## config.mk

```make
export PLATFORM = sky130hd
export DESIGN_NAME = queue_fifo_param
export DESIGN_NICKNAME = d
export VERILOG_FILES = /design/src/rtl/queue_pkg.sv /design/src/rtl/rise_detect.sv /design/src/rtl/queue_fifo_param.sv
export SDC_FILE = /design/constraint.sdc
export NUM_CORES = 1
export LEC_CHECK = 0
export BUFFER_PORTS_ARGS = -buffer_cell sky130_fd_sc_hd__clkbuf_2
export CORE_MARGIN = 5
export CORE_UTILIZATION = 60
export DETAILED_ROUTE_END_ITERATION = 10
export PLACE_DENSITY_LB_ADDON = 0.12
export SLEW_MARGIN = 40
export SYNTH_ARGS = -nofsm -noshare
export SYNTH_HDL_FRONTEND = slang
export SYNTH_SLANG_ARGS = --single-unit
```

## constraint.sdc

```tcl
create_clock -name clock_10KHZ -period 7.5 [get_ports clock_10KHZ]
set_input_delay 0.75 -clock clock_10KHZ [delete_from_list [all_inputs] [get_ports clock_10KHZ]]
set_output_delay 0.75 -clock clock_10KHZ [all_outputs]
set_load 0.02 [all_outputs]
```

## src/rtl/queue_pkg.sv

```systemverilog
// Shared types and default sizing for the parametrised request queue.
package queue_pkg;

  typedef enum logic [1:0] {OP_NONE, OP_ENQ, OP_DEQ, OP_BOTH} queue_op_t;

  localparam int QUEUE_DATA_W = 8;
  localparam int QUEUE_DEPTH  = 8;

endpackage

```

## src/rtl/rise_detect.sv

```systemverilog
// One-bit rising-edge detector: rise_out is combinational from the input and the
// previous-cycle level, so a held level yields a single one-cycle event.
module rise_detect (
  input  logic clock_10KHZ,
  input  logic reset,
  input  logic sig_in,
  output logic rise_out
);

  logic prev_q;
  logic prev_d;

  always_comb begin
    prev_d = sig_in;
  end

  always_ff @(posedge clock_10KHZ or negedge reset) begin
    if (!reset) prev_q <= 1'b0;
    else        prev_q <= prev_d;
  end

  assign rise_out = sig_in & ~prev_q;

endmodule

```

## src/rtl/queue_fifo_param.sv

```systemverilog
// Circular-buffer FIFO driven by edge-detected enqueue/dequeue levels; ops commit on
// the sampling edge, rejected requests set sticky overflow/underflow instead of stalling.
module queue_fifo_param
  import queue_pkg::*;
#(
  parameter int DATA_W = QUEUE_DATA_W,
  parameter int DEPTH  = QUEUE_DEPTH,
  parameter int LEN_W  = $clog2(DEPTH + 1)
) (
  input  logic              clock_10KHZ,
  input  logic              reset,
  input  logic [DATA_W-1:0] data_in,
  input  logic              enqueue_in,
  input  logic              dequeue_in,
  input  logic              clear_in,
  output logic [DATA_W-1:0] data_out,
  output logic              data_valid,
  output logic [LEN_W-1:0]  len_out,
  output logic              full,
  output logic              empty,
  output logic              overflow,
  output logic              underflow
);

  localparam int PTR_W = $clog2(DEPTH);

  logic              enq_evt, deq_evt;
  queue_op_t         op;
  logic              wr_en;

  logic [DATA_W-1:0] mem_q [DEPTH];
  logic [PTR_W-1:0]  wr_ptr_q, wr_ptr_d;
  logic [PTR_W-1:0]  rd_ptr_q, rd_ptr_d;
  logic [LEN_W-1:0]  len_q, len_d;
  logic [DATA_W-1:0] data_out_q, data_out_d;
  logic              data_valid_q, data_valid_d;
  logic              overflow_q, overflow_d;
  logic              underflow_q, underflow_d;

  rise_detect u_enq_rise (
    .clock_10KHZ (clock_10KHZ),
    .reset       (reset),
    .sig_in      (enqueue_in),
    .rise_out    (enq_evt)
  );

  rise_detect u_deq_rise (
    .clock_10KHZ (clock_10KHZ),
    .reset       (reset),
    .sig_in      (dequeue_in),
    .rise_out    (deq_evt)
  );

  assign full  = (len_q == LEN_W'(DEPTH));
  assign empty = (len_q == '0);
  assign op    = queue_op_t'({deq_evt, enq_evt});

  always_comb begin
    wr_en        = 1'b0;
    wr_ptr_d     = wr_ptr_q;
    rd_ptr_d     = rd_ptr_q;
    len_d        = len_q;
    data_out_d   = data_out_q;
    data_valid_d = 1'b0;
    overflow_d   = overflow_q;
    underflow_d  = underflow_q;
    if (clear_in) begin
      wr_ptr_d    = '0;
      rd_ptr_d    = '0;
      len_d       = '0;
      overflow_d  = 1'b0;
      underflow_d = 1'b0;
    end else begin
      case (op)
        OP_ENQ: begin
          if (!full) begin
            wr_en    = 1'b1;
            wr_ptr_d = wr_ptr_q + PTR_W'(1);
            len_d    = len_q + LEN_W'(1);
          end else begin
            overflow_d = 1'b1;
          end
        end
        OP_DEQ: begin
          if (!empty) begin
            data_out_d   = mem_q[rd_ptr_q];
            data_valid_d = 1'b1;
            rd_ptr_d     = rd_ptr_q + PTR_W'(1);
            len_d        = len_q - LEN_W'(1);
          end else begin
            underflow_d = 1'b1;
          end
        end
        OP_BOTH: begin
          // When full, wr_ptr equals rd_ptr: the old word is read before the write lands.
          wr_en    = 1'b1;
          wr_ptr_d = wr_ptr_q + PTR_W'(1);
          if (!empty) begin
            data_out_d   = mem_q[rd_ptr_q];
            data_valid_d = 1'b1;
            rd_ptr_d     = rd_ptr_q + PTR_W'(1);
          end else begin
            len_d       = len_q + LEN_W'(1);
            underflow_d = 1'b1;
          end
        end
        default: ;
      endcase
    end
  end

  always_ff @(posedge clock_10KHZ or negedge reset) begin
    if (!reset) begin
      wr_ptr_q     <= '0;
      rd_ptr_q     <= '0;
      len_q        <= '0;
      data_out_q   <= '0;
      data_valid_q <= 1'b0;
      overflow_q   <= 1'b0;
      underflow_q  <= 1'b0;
    end else begin
      wr_ptr_q     <= wr_ptr_d;
      rd_ptr_q     <= rd_ptr_d;
      len_q        <= len_d;
      data_out_q   <= data_out_d;
      data_valid_q <= data_valid_d;
      overflow_q   <= overflow_d;
      underflow_q  <= underflow_d;
    end
  end

  always_ff @(posedge clock_10KHZ) begin
    if (wr_en) mem_q[wr_ptr_q] <= data_in;
  end

  assign data_out   = data_out_q;
  assign data_valid = data_valid_q;
  assign len_out    = len_q;
  assign overflow   = overflow_q;
  assign underflow  = underflow_q;

endmodule

```

==> results of run 1 <==
==> cell type report <==
| class | instances | area [sq um] |
|---|---|---|
| clock buffer | 10 | 128 |
| clock inverter | 6 | 61.3 |
| fill | 418 | 1880 |
| inverter | 2 | 7.51 |
| multi-input combinational | 109 | 997 |
| sequential | 87 | 2500 |
| tap | 75 | 93.8 |
| timing repair buffer | 29 | 145 |
==> metal layers <==
layer | up-vias | track usage (%) | wire length (um)
li1 | 868 | - | -
met1 | 964 | 23.2 | 2600
met2 | 59 | 33.7 | 3430
met3 | 10 | 5.23 | 385
met4 | 0 | 6.80 | 99
met5 | - | 0 | 0
==> how the worst max path moves through the flow <==
| stage | startpoint | endpoint | depth (start not counted) |
|---|---|---|---|
| finish | len_out[1] | empty | 3 |
| global route | dequeue_in | mem_q[4][7] | 5 |
| CTS | len_out[1] | empty | 3 |
| detailed placement | dequeue_in | mem_q[2][4] | 5 |
| global placement | dequeue_in | mem_q[0][0] | 5 |
| floorplan | dequeue_in | mem_q[0][0] | 5 |
==> synthesized netlist by cell type, drive strengths merged (4+ instances only) <==
cell type,n
nand2b,4
nor3,4
nand3,4
buf,5
a21oi,13
dfrtp,23
ha,4
clkbuf,5
edfxtp,64
mux2i,9
mux4,16
nor2,23
==> power by group through the flow <==
stage	clock network (mW)	registers, mW	logic [mW]
6_report	0.313	0.567	0.137
5_1_grt	0.343	0.572	0.149
4_1_cts	0.319	0.568	0.139
3_5_place_dp	0	0.579	0.139
3_3_place_gp	0	0.577	0.134
2_1_floorplan	0	0.601	0.0638
==> metrics by stage <==
step	util (%)	area, sq um	hold WS (ns)
after floorplan	-	3530	0.454
after global placement	64.0	3720	0.484
after detailed placement	64.4	3740	0.515
after CTS	67.6	3930	0.393
after global routing	67.6	3930	0.427
final	67.6	3930	0.388
==> sequential cells by signal, indices dropped and copies added (netlist names) <==
name,cells
mem_q,64
data_out,8
len_out,4
rd_ptr_q,3
wr_ptr_q,3
data_valid,1
overflow,1
u_deq_rise.prev_q,1
u_enq_rise.prev_q,1
underflow,1
==> layout by cell type, fill, tap and decap left out, drive strengths merged, types with 3 or more instances in the layout <==
master / netlist / final
edfxtp: 64 / 64
nand3: 4 / 4
clkinv: 0 / 4
clkbuf: 5 / 39
nand2b: 4 / 4
dfrtp: 23 / 23
a21oi: 13 / 13
mux2i: 9 / 9
nor2: 23 / 23
nor3: 4 / 4
o21ai: 3 / 3
nor2b: 3 / 3
ha: 4 / 4
xor2: 3 / 3
mux4: 16 / 16
==> cells by family after synthesis <==
family                     Yosys count  share of synthesized area (%)
AOI/OAI and AO/OA                   27                           5.17
xor gates and xnor gates             5                           1.24
adders and majority gates            4                           1.42
buffers and inverters               12                           1.56
DFF                                 87                           70.7
muxes                               26                           13.1
and+or+nand+nor                     47                           6.87
==> worst max-delay path: stages (launching register included) <==
cell and delay (ns):
sky130_fd_sc_hd__dfrtp_1 0.49, sky130_fd_sc_hd__or4_1 0.65, sky130_fd_sc_hd__inv_2 0.16, sky130_fd_sc_hd__clkbuf_2 0.19
==> run_summary.xml, run 1 <==
<?xml version="1.0" encoding="UTF-8"?>
<metrics>
  <group name="pwr">
    <metric name="sw_frac_of_total" unit="%">26.3</metric>
    <metric name="total_switching_power" unit="mW">0.267</metric>
    <metric name="clk_network_pwr_share" unit="%">30.8</metric>
    <metric name="powerDensity" unit="nW/um^2">259</metric>
    <metric name="total_power" unit="mW">1.02</metric>
    <metric name="logic_pwr_share" unit="%">13.4</metric>
    <metric name="sequential_share_of_power" unit="%">55.8</metric>
    <metric name="vdd_ir_drop_max" unit="mV">0.159</metric>
    <metric name="power.static_leakage" unit="nW">1.39</metric>
    <metric name="p_int" unit="mW">0.749</metric>
  </group>
  <group name="logic_synthesis">
    <metric name="synth-edff-count" unit="">64</metric>
    <metric name="synth_seq_cells" unit="">87</metric>
    <metric name="synth_top_area_share" unit="%">54.4</metric>
    <metric name="ys_warn_count" unit="">0</metric>
    <metric name="syn-instance-count" unit="">208</metric>
    <metric name="synth-async-reset-ratio" unit="%">26.4</metric>
    <metric name="postSynth.topFlopCell" unit="">sky130_fd_sc_hd__edfxtp_1</metric>
    <metric name="synthesis.nets" unit="">225</metric>
    <metric name="synth_area_leader_cell" unit="">sky130_fd_sc_hd__edfxtp_1</metric>
    <metric name="mappedNetlistArea" unit="sq um">3530</metric>
    <metric name="post_synth_cell_types" unit="">41</metric>
    <metric name="synth.top_cells.by_area" unit="">sky130_fd_sc_hd__edfxtp_1 (54%), sky130_fd_sc_hd__dfrtp_1 (16%), sky130_fd_sc_hd__mux4_2 (10%)</metric>
    <metric name="share_of_the_yosys_chip_area_belonging_to_registers" unit="%">70.7</metric>
    <metric name="syn_area_per_cell" unit="sq um">17.0</metric>
  </group>
  <group name="clock_tree">
    <metric name="ctsLongestPathBuffers" unit="">2</metric>
    <metric name="cts_max_level" unit="">3</metric>
    <metric name="cts_tree" unit="">yes</metric>
    <metric name="path_clk_slew" unit="ns">0.09</metric>
    <metric name="clkLatencyLatePin" unit="ns">0.35</metric>
    <metric name="cts_root_buffer" unit="">sky130_fd_sc_hd__clkbuf_8</metric>
    <metric name="ctsHoldBuffers" unit="">0</metric>
    <metric name="cts_inserted_buffers" unit="">9</metric>
    <metric name="cts-resized-gates" unit="">0</metric>
    <metric name="numClockSinks" unit="">87</metric>
    <metric name="post-cts-setup-buffer-count" unit="">0</metric>
  </group>
  <group name="floorplanning">
    <metric name="die_area" unit="sq um">7520</metric>
    <metric name="floorplan.rows" unit="">28</metric>
    <metric name="floorplan.core_area" unit="sq um">5820</metric>
    <metric name="die_width" unit="um">86.7</metric>
    <metric name="fp.dieH" unit="um">86.7</metric>
    <metric name="boundaryPins" unit="">30</metric>
    <metric name="initial_core_util" unit="%">60.8</metric>
  </group>
  <group name="layout">
    <metric name="drive_gt1_share" unit="%">28.4</metric>
    <metric name="layoutNonFillerInstCount" unit="">318</metric>
    <metric name="synthesis_to_layout_area_growth" unit="%">11.3</metric>
    <metric name="antenna_cells" unit="">0</metric>
    <metric name="finish.net_count" unit="">255</metric>
  </group>
  <group name="global_routing">
    <metric name="grt_overflow_total" unit="">0</metric>
    <metric name="pin_count_of_the_biggest_net_entering_global_routing" unit="">24</metric>
    <metric name="via_count_of_the_first_global_routing_pass" unit="">2016</metric>
    <metric name="grt_first_pass_wirelength" unit="mm">10.5</metric>
    <metric name="grt_use_total" unit="%">19.3</metric>
    <metric name="antenna_found_initial" unit="">0</metric>
  </group>
  <group name="detailed_routing">
    <metric name="drc" unit="">0</metric>
    <metric name="drt_iter0_markers" unit="">138</metric>
    <metric name="vias" unit="">1901</metric>
    <metric name="number_of_detailed_routing_iterations_run_before_antenna_repair" unit="">4</metric>
    <metric name="wirelength" unit="mm">6.51</metric>
    <metric name="wire_per_inst" unit="um">20.5</metric>
    <metric name="antenna_left" unit="">0</metric>
    <metric name="detail_route.vias_per_cell" unit="">5.98</metric>
  </group>
  <group name="timing">
    <metric name="slew_viol_final" unit="">0</metric>
    <metric name="final.setup.worst_slack" unit="ns">4.93</metric>
    <metric name="slew-limit-headroom" unit="%">44.0</metric>
    <metric name="worstMarginPinSlew" unit="ns">0.837</metric>
    <metric name="worst_clock_skew" unit="ns">0.0108</metric>
    <metric name="report.final.hold_viol_count" unit="">0</metric>
    <metric name="final.setup.tns" unit="ns">0</metric>
    <metric name="final_min_period_over_clock_period" unit="%">34.3</metric>
    <metric name="final-setup-viol-count" unit="">0</metric>
    <metric name="final_period_minus_worst_setup_slack" unit="ns">2.57</metric>
    <metric name="fmax" unit="MHz">389</metric>
    <metric name="grt_setup_unrepaired" unit="">false</metric>
  </group>
  <group name="placed_design">
    <metric name="io_buffers" unit="">29</metric>
    <metric name="placed_cells" unit="">302</metric>
    <metric name="preCtsSetupSlack" unit="ns">4.60</metric>
    <metric name="hpwlAfterDp" unit="mm">4.58</metric>
    <metric name="place_congestion" unit="">0.795</metric>
  </group>
  <group name="critical_path">
    <metric name="critPathArrivalTime" unit="ns">1.82</metric>
    <metric name="rr_endpoint" unit="">mem_q[2][4]</metric>
    <metric name="worst_r2r_startpoint" unit="">u_deq_rise.prev_q</metric>
    <metric name="setup.worst_path.end_class" unit="">primary output</metric>
    <metric name="critical_path.startpoint_type" unit="">flip-flop</metric>
    <metric name="worstPathMaxFanout" unit="">10</metric>
    <metric name="timing.setup.critical_path_class" unit="">reg2out</metric>
    <metric name="worst-r2r-setup-slack" unit="ns">4.99</metric>
    <metric name="worst_r2r_path_depth" unit="">4</metric>
    <metric name="worstPathRequired" unit="ns">6.75</metric>
  </group>
  <group name="flow_run">
    <metric name="drv_cap" unit="">0</metric>
  </group>
  <group name="outcome">
    <metric name="run_status" unit="">completed</metric>
  </group>
  <group name="hold_path">
    <metric name="worstHoldPathType" unit="">in2async</metric>
  </group>
</metrics>
(Power assumes the default switching activity.)
==> run 2, diff against run 1 <==
Settings changed: CORE_UTILIZATION 60 to 58.
Clock period 7.5 ns to 2.5 ns, I/O delays scaled along.
==> run 2 against run 1 <==
Against the previous run: core utilization grew 0.26 points; die area grew 3.0%; total power grew to 2.9 times the previous value; register-to-register slack lost 4.7 ns; critical path type is now reg2reg; critical endpoint is now mem_q[0][1].
==> run_summary.xml, run 2 (synthesis gave the netlist of run 1 again) <==
<?xml version="1.0" encoding="UTF-8"?>
<metrics>
  <group name="outcome">
    <metric name="run_status" unit="">completed</metric>
  </group>
  <group name="timing">
    <metric name="final-setup-viol-count" unit="">0</metric>
    <metric name="report.final.hold_viol_count" unit="">0</metric>
    <metric name="worst_clock_skew" unit="ns">0.0107</metric>
    <metric name="final.setup.tns" unit="ns">0</metric>
    <metric name="grt_setup_unrepaired" unit="">false</metric>
    <metric name="slew-limit-headroom" unit="%">45.0</metric>
    <metric name="worstMarginPinSlew" unit="ns">0.825</metric>
    <metric name="final_min_period_over_clock_period" unit="%">87.8</metric>
    <metric name="fmax" unit="MHz">456</metric>
    <metric name="slew_viol_final" unit="">0</metric>
    <metric name="final_period_minus_worst_setup_slack" unit="ns">2.20</metric>
  </group>
  <group name="global_routing">
    <metric name="pin_count_of_the_biggest_net_entering_global_routing" unit="">24</metric>
    <metric name="antenna_found_initial" unit="">0</metric>
    <metric name="via_count_of_the_first_global_routing_pass" unit="">1950</metric>
    <metric name="grt_use_total" unit="%">18.6</metric>
    <metric name="grt_first_pass_wirelength" unit="mm">10.2</metric>
    <metric name="grt_overflow_total" unit="">0</metric>
  </group>
  <group name="placed_design">
    <metric name="hpwlAfterDp" unit="mm">4.38</metric>
    <metric name="placed_area" unit="sq um">3830</metric>
    <metric name="io_buffers" unit="">29</metric>
    <metric name="place_congestion" unit="">0.877</metric>
  </group>
  <group name="layout">
    <metric name="drive_gt1_share" unit="%">30.0</metric>
    <metric name="largest-register" unit="">mem_q</metric>
    <metric name="antenna_cells" unit="">0</metric>
    <metric name="finish.instance_area" unit="sq um">4020</metric>
    <metric name="finish.net_count" unit="">269</metric>
    <metric name="n_fill_cell" unit="">412</metric>
    <metric name="final_common_cell" unit="">sky130_fd_sc_hd__edfxtp_1</metric>
    <metric name="most-common-layout-cells" unit="">sky130_fd_sc_hd__edfxtp_1 (64), sky130_fd_sc_hd__clkbuf_2 (29), sky130_fd_sc_hd__nor2_1 (23), sky130_fd_sc_hd__dfrtp_1 (23), sky130_fd_sc_hd__mux4_2 (16)</metric>
    <metric name="flip_flop_count_of_the_largest_register_all_copies_and_words_added" unit="">64</metric>
    <metric name="synthesis_to_layout_area_growth" unit="%">13.7</metric>
  </group>
  <group name="critical_path">
    <metric name="worst_r2r_path_depth" unit="">5</metric>
    <metric name="timing.setup.critical_path_class" unit="">reg2reg</metric>
    <metric name="rr_endpoint" unit="">mem_q[0][1]</metric>
    <metric name="critPathArrivalTime" unit="ns">2.25</metric>
    <metric name="max_stage_delay" unit="ns">0.46</metric>
    <metric name="critical_path.startpoint_type" unit="">flip-flop</metric>
    <metric name="worstPathMaxFanout" unit="">8</metric>
    <metric name="worst-r2r-setup-slack" unit="ns">0.30</metric>
    <metric name="cp_cell_sequence" unit="">nand2b_1 &gt; a31oi_2 &gt; or3b_1 &gt; nor3_1 &gt; buf_4</metric>
    <metric name="worstPathRequired" unit="ns">2.55</metric>
    <metric name="worst_r2r_startpoint" unit="">u_deq_rise.prev_q</metric>
    <metric name="worstPathBufferInverterCount" unit="">1</metric>
    <metric name="cpLargestDelayFamily" unit="">simple AND/OR/NAND/NOR gates</metric>
    <metric name="critical-path-slowest-cell" unit="">sky130_fd_sc_hd__or3b_1</metric>
    <metric name="setup.worst_path.end_class" unit="">flip-flop</metric>
  </group>
  <group name="clock_tree">
    <metric name="cts-resized-gates" unit="">0</metric>
    <metric name="cts_inserted_buffers" unit="">9</metric>
    <metric name="cts_tree" unit="">yes</metric>
    <metric name="cts_max_level" unit="">3</metric>
    <metric name="ctsHoldBuffers" unit="">1</metric>
    <metric name="post-cts-setup-buffer-count" unit="">0</metric>
    <metric name="numClockSinks" unit="">87</metric>
    <metric name="ctsLongestPathBuffers" unit="">2</metric>
    <metric name="cts_root_buffer" unit="">sky130_fd_sc_hd__clkbuf_8</metric>
    <metric name="path_clk_slew" unit="ns">0.08</metric>
    <metric name="clkLatencyLatePin" unit="ns">0.35</metric>
  </group>
  <group name="floorplanning">
    <metric name="die_area" unit="sq um">7750</metric>
    <metric name="initial_core_util" unit="%">59.7</metric>
    <metric name="fp.dieH" unit="um">88.1</metric>
    <metric name="floorplan.rows" unit="">28</metric>
    <metric name="die_width" unit="um">88.1</metric>
    <metric name="boundaryPins" unit="">30</metric>
    <metric name="floorplan.core_area" unit="sq um">5920</metric>
  </group>
  <group name="hold_path">
    <metric name="hp-start" unit="">enqueue_in</metric>
    <metric name="worstHoldPathType" unit="">in2reg</metric>
    <metric name="min_delay_path_depth" unit="">1</metric>
    <metric name="min_delay_worst_endpoint" unit="">u_enq_rise.prev_q</metric>
  </group>
  <group name="pwr">
    <metric name="p_int" unit="mW">2.21</metric>
    <metric name="total_switching_power" unit="mW">0.770</metric>
    <metric name="vdd_ir_drop_max" unit="mV">0.490</metric>
    <metric name="powerDensity" unit="nW/um^2">743</metric>
    <metric name="power.static_leakage" unit="nW">1.45</metric>
    <metric name="logic_pwr_share" unit="%">14.4</metric>
    <metric name="sequential_share_of_power" unit="%">56.7</metric>
    <metric name="sw_frac_of_total" unit="%">25.8</metric>
    <metric name="clk_network_pwr_share" unit="%">28.9</metric>
  </group>
  <group name="flow_run">
    <metric name="drv_cap" unit="">0</metric>
  </group>
  <group name="detailed_routing">
    <metric name="drc" unit="">0</metric>
    <metric name="wire_per_inst" unit="um">19.6</metric>
    <metric name="number_of_detailed_routing_iterations_run_before_antenna_repair" unit="">4</metric>
    <metric name="vias" unit="">1932</metric>
    <metric name="antenna_left" unit="">0</metric>
    <metric name="detail_route.vias_per_cell" unit="">5.82</metric>
    <metric name="drt_iter0_markers" unit="">138</metric>
    <metric name="wirelength" unit="mm">6.50</metric>
  </group>
</metrics>
run 2: changes by cell type in the layout (fill, tap and decap cells not counted):
| cell | before | now |
|---|---|---|
| sky130_fd_sc_hd__nor3_2 | 2 | 0 |
| sky130_fd_sc_hd__clkinv_2 | 3 | 0 |
| sky130_fd_sc_hd__clkbuf_1 | 1 | 3 |
| sky130_fd_sc_hd__dfrtp_1 | 22 | 23 |
| sky130_fd_sc_hd__dfrtp_2 | 1 | 0 |
| sky130_fd_sc_hd__nor3_1 | 1 | 3 |
| sky130_fd_sc_hd__bufinv_16 | 1 | 0 |
| sky130_fd_sc_hd__buf_4 | 0 | 13 |
| sky130_fd_sc_hd__clkbuf_8 | 9 | 11 |
| sky130_fd_sc_hd__dlygate4sd3_1 | 0 | 1 |
run 2: metrics by stage:
stage	utilization [%]	setup WS [ns]	power (mW)	cells	hold slack (ns)
after floorplan	-	0.0808	2.00	208	-0.0456
after global placement	64.6	0.433	2.13	315	0.275
after detailed placement	64.7	0.352	2.16	315	0.297
after CTS	67.9	0.313	3.01	332	0.0210
after global routing	67.9	0.241	3.13	332	0.0223
final	67.9	0.305	2.98	332	0.0386
run 2: layout make-up:
class                   instances  area, sq um  share of cell area [%]
flip-flops and latches         87         2500                    62.2
multi-input cells             109          987                    24.6
repair buffers                 43          253                    6.29
clock buffers                  14          163                    4.05
well taps                      75         93.8                    2.34
clock inverters                 2         16.3                   0.405
inverters                       2         7.51                   0.187
run 2: power by group through the flow:
stage | Sequential (mW) | Clock [mW] | Combinational [mW]
finish | 1.69 | 0.861 | 0.431
global route | 1.70 | 0.959 | 0.469
CTS | 1.69 | 0.885 | 0.438
detailed placement | 1.72 | 0 | 0.436
global placement | 1.71 | 0 | 0.417
floorplan | 1.80 | 0 | 0.191
run 2: how the worst max path moves through the flow:
stage                                 start           to  slack [ns]  depth (start not counted)
after floorplan                  len_out[1]  mem_q[0][0]        0.08                          5
after global placement    u_deq_rise.prev_q  mem_q[0][2]        0.43                          5
after detailed placement  u_deq_rise.prev_q  mem_q[0][2]        0.35                          5
after CTS                 u_deq_rise.prev_q  mem_q[0][1]        0.31                          5
after global routing      u_deq_rise.prev_q  mem_q[0][1]        0.24                          5
final                     u_deq_rise.prev_q  mem_q[0][1]        0.30                          5
run 2: per-layer routing:
metal | share of wire [%] | vias up | global-route usage (%)
li1 | - | 895 | -
met5 | 0 | - | 0
met1 | 41 | 973 | 24.1
met4 | 1.5 | 0 | 6.87
met2 | 52 | 54 | 30.5
met3 | 5.7 | 10 | 5.17
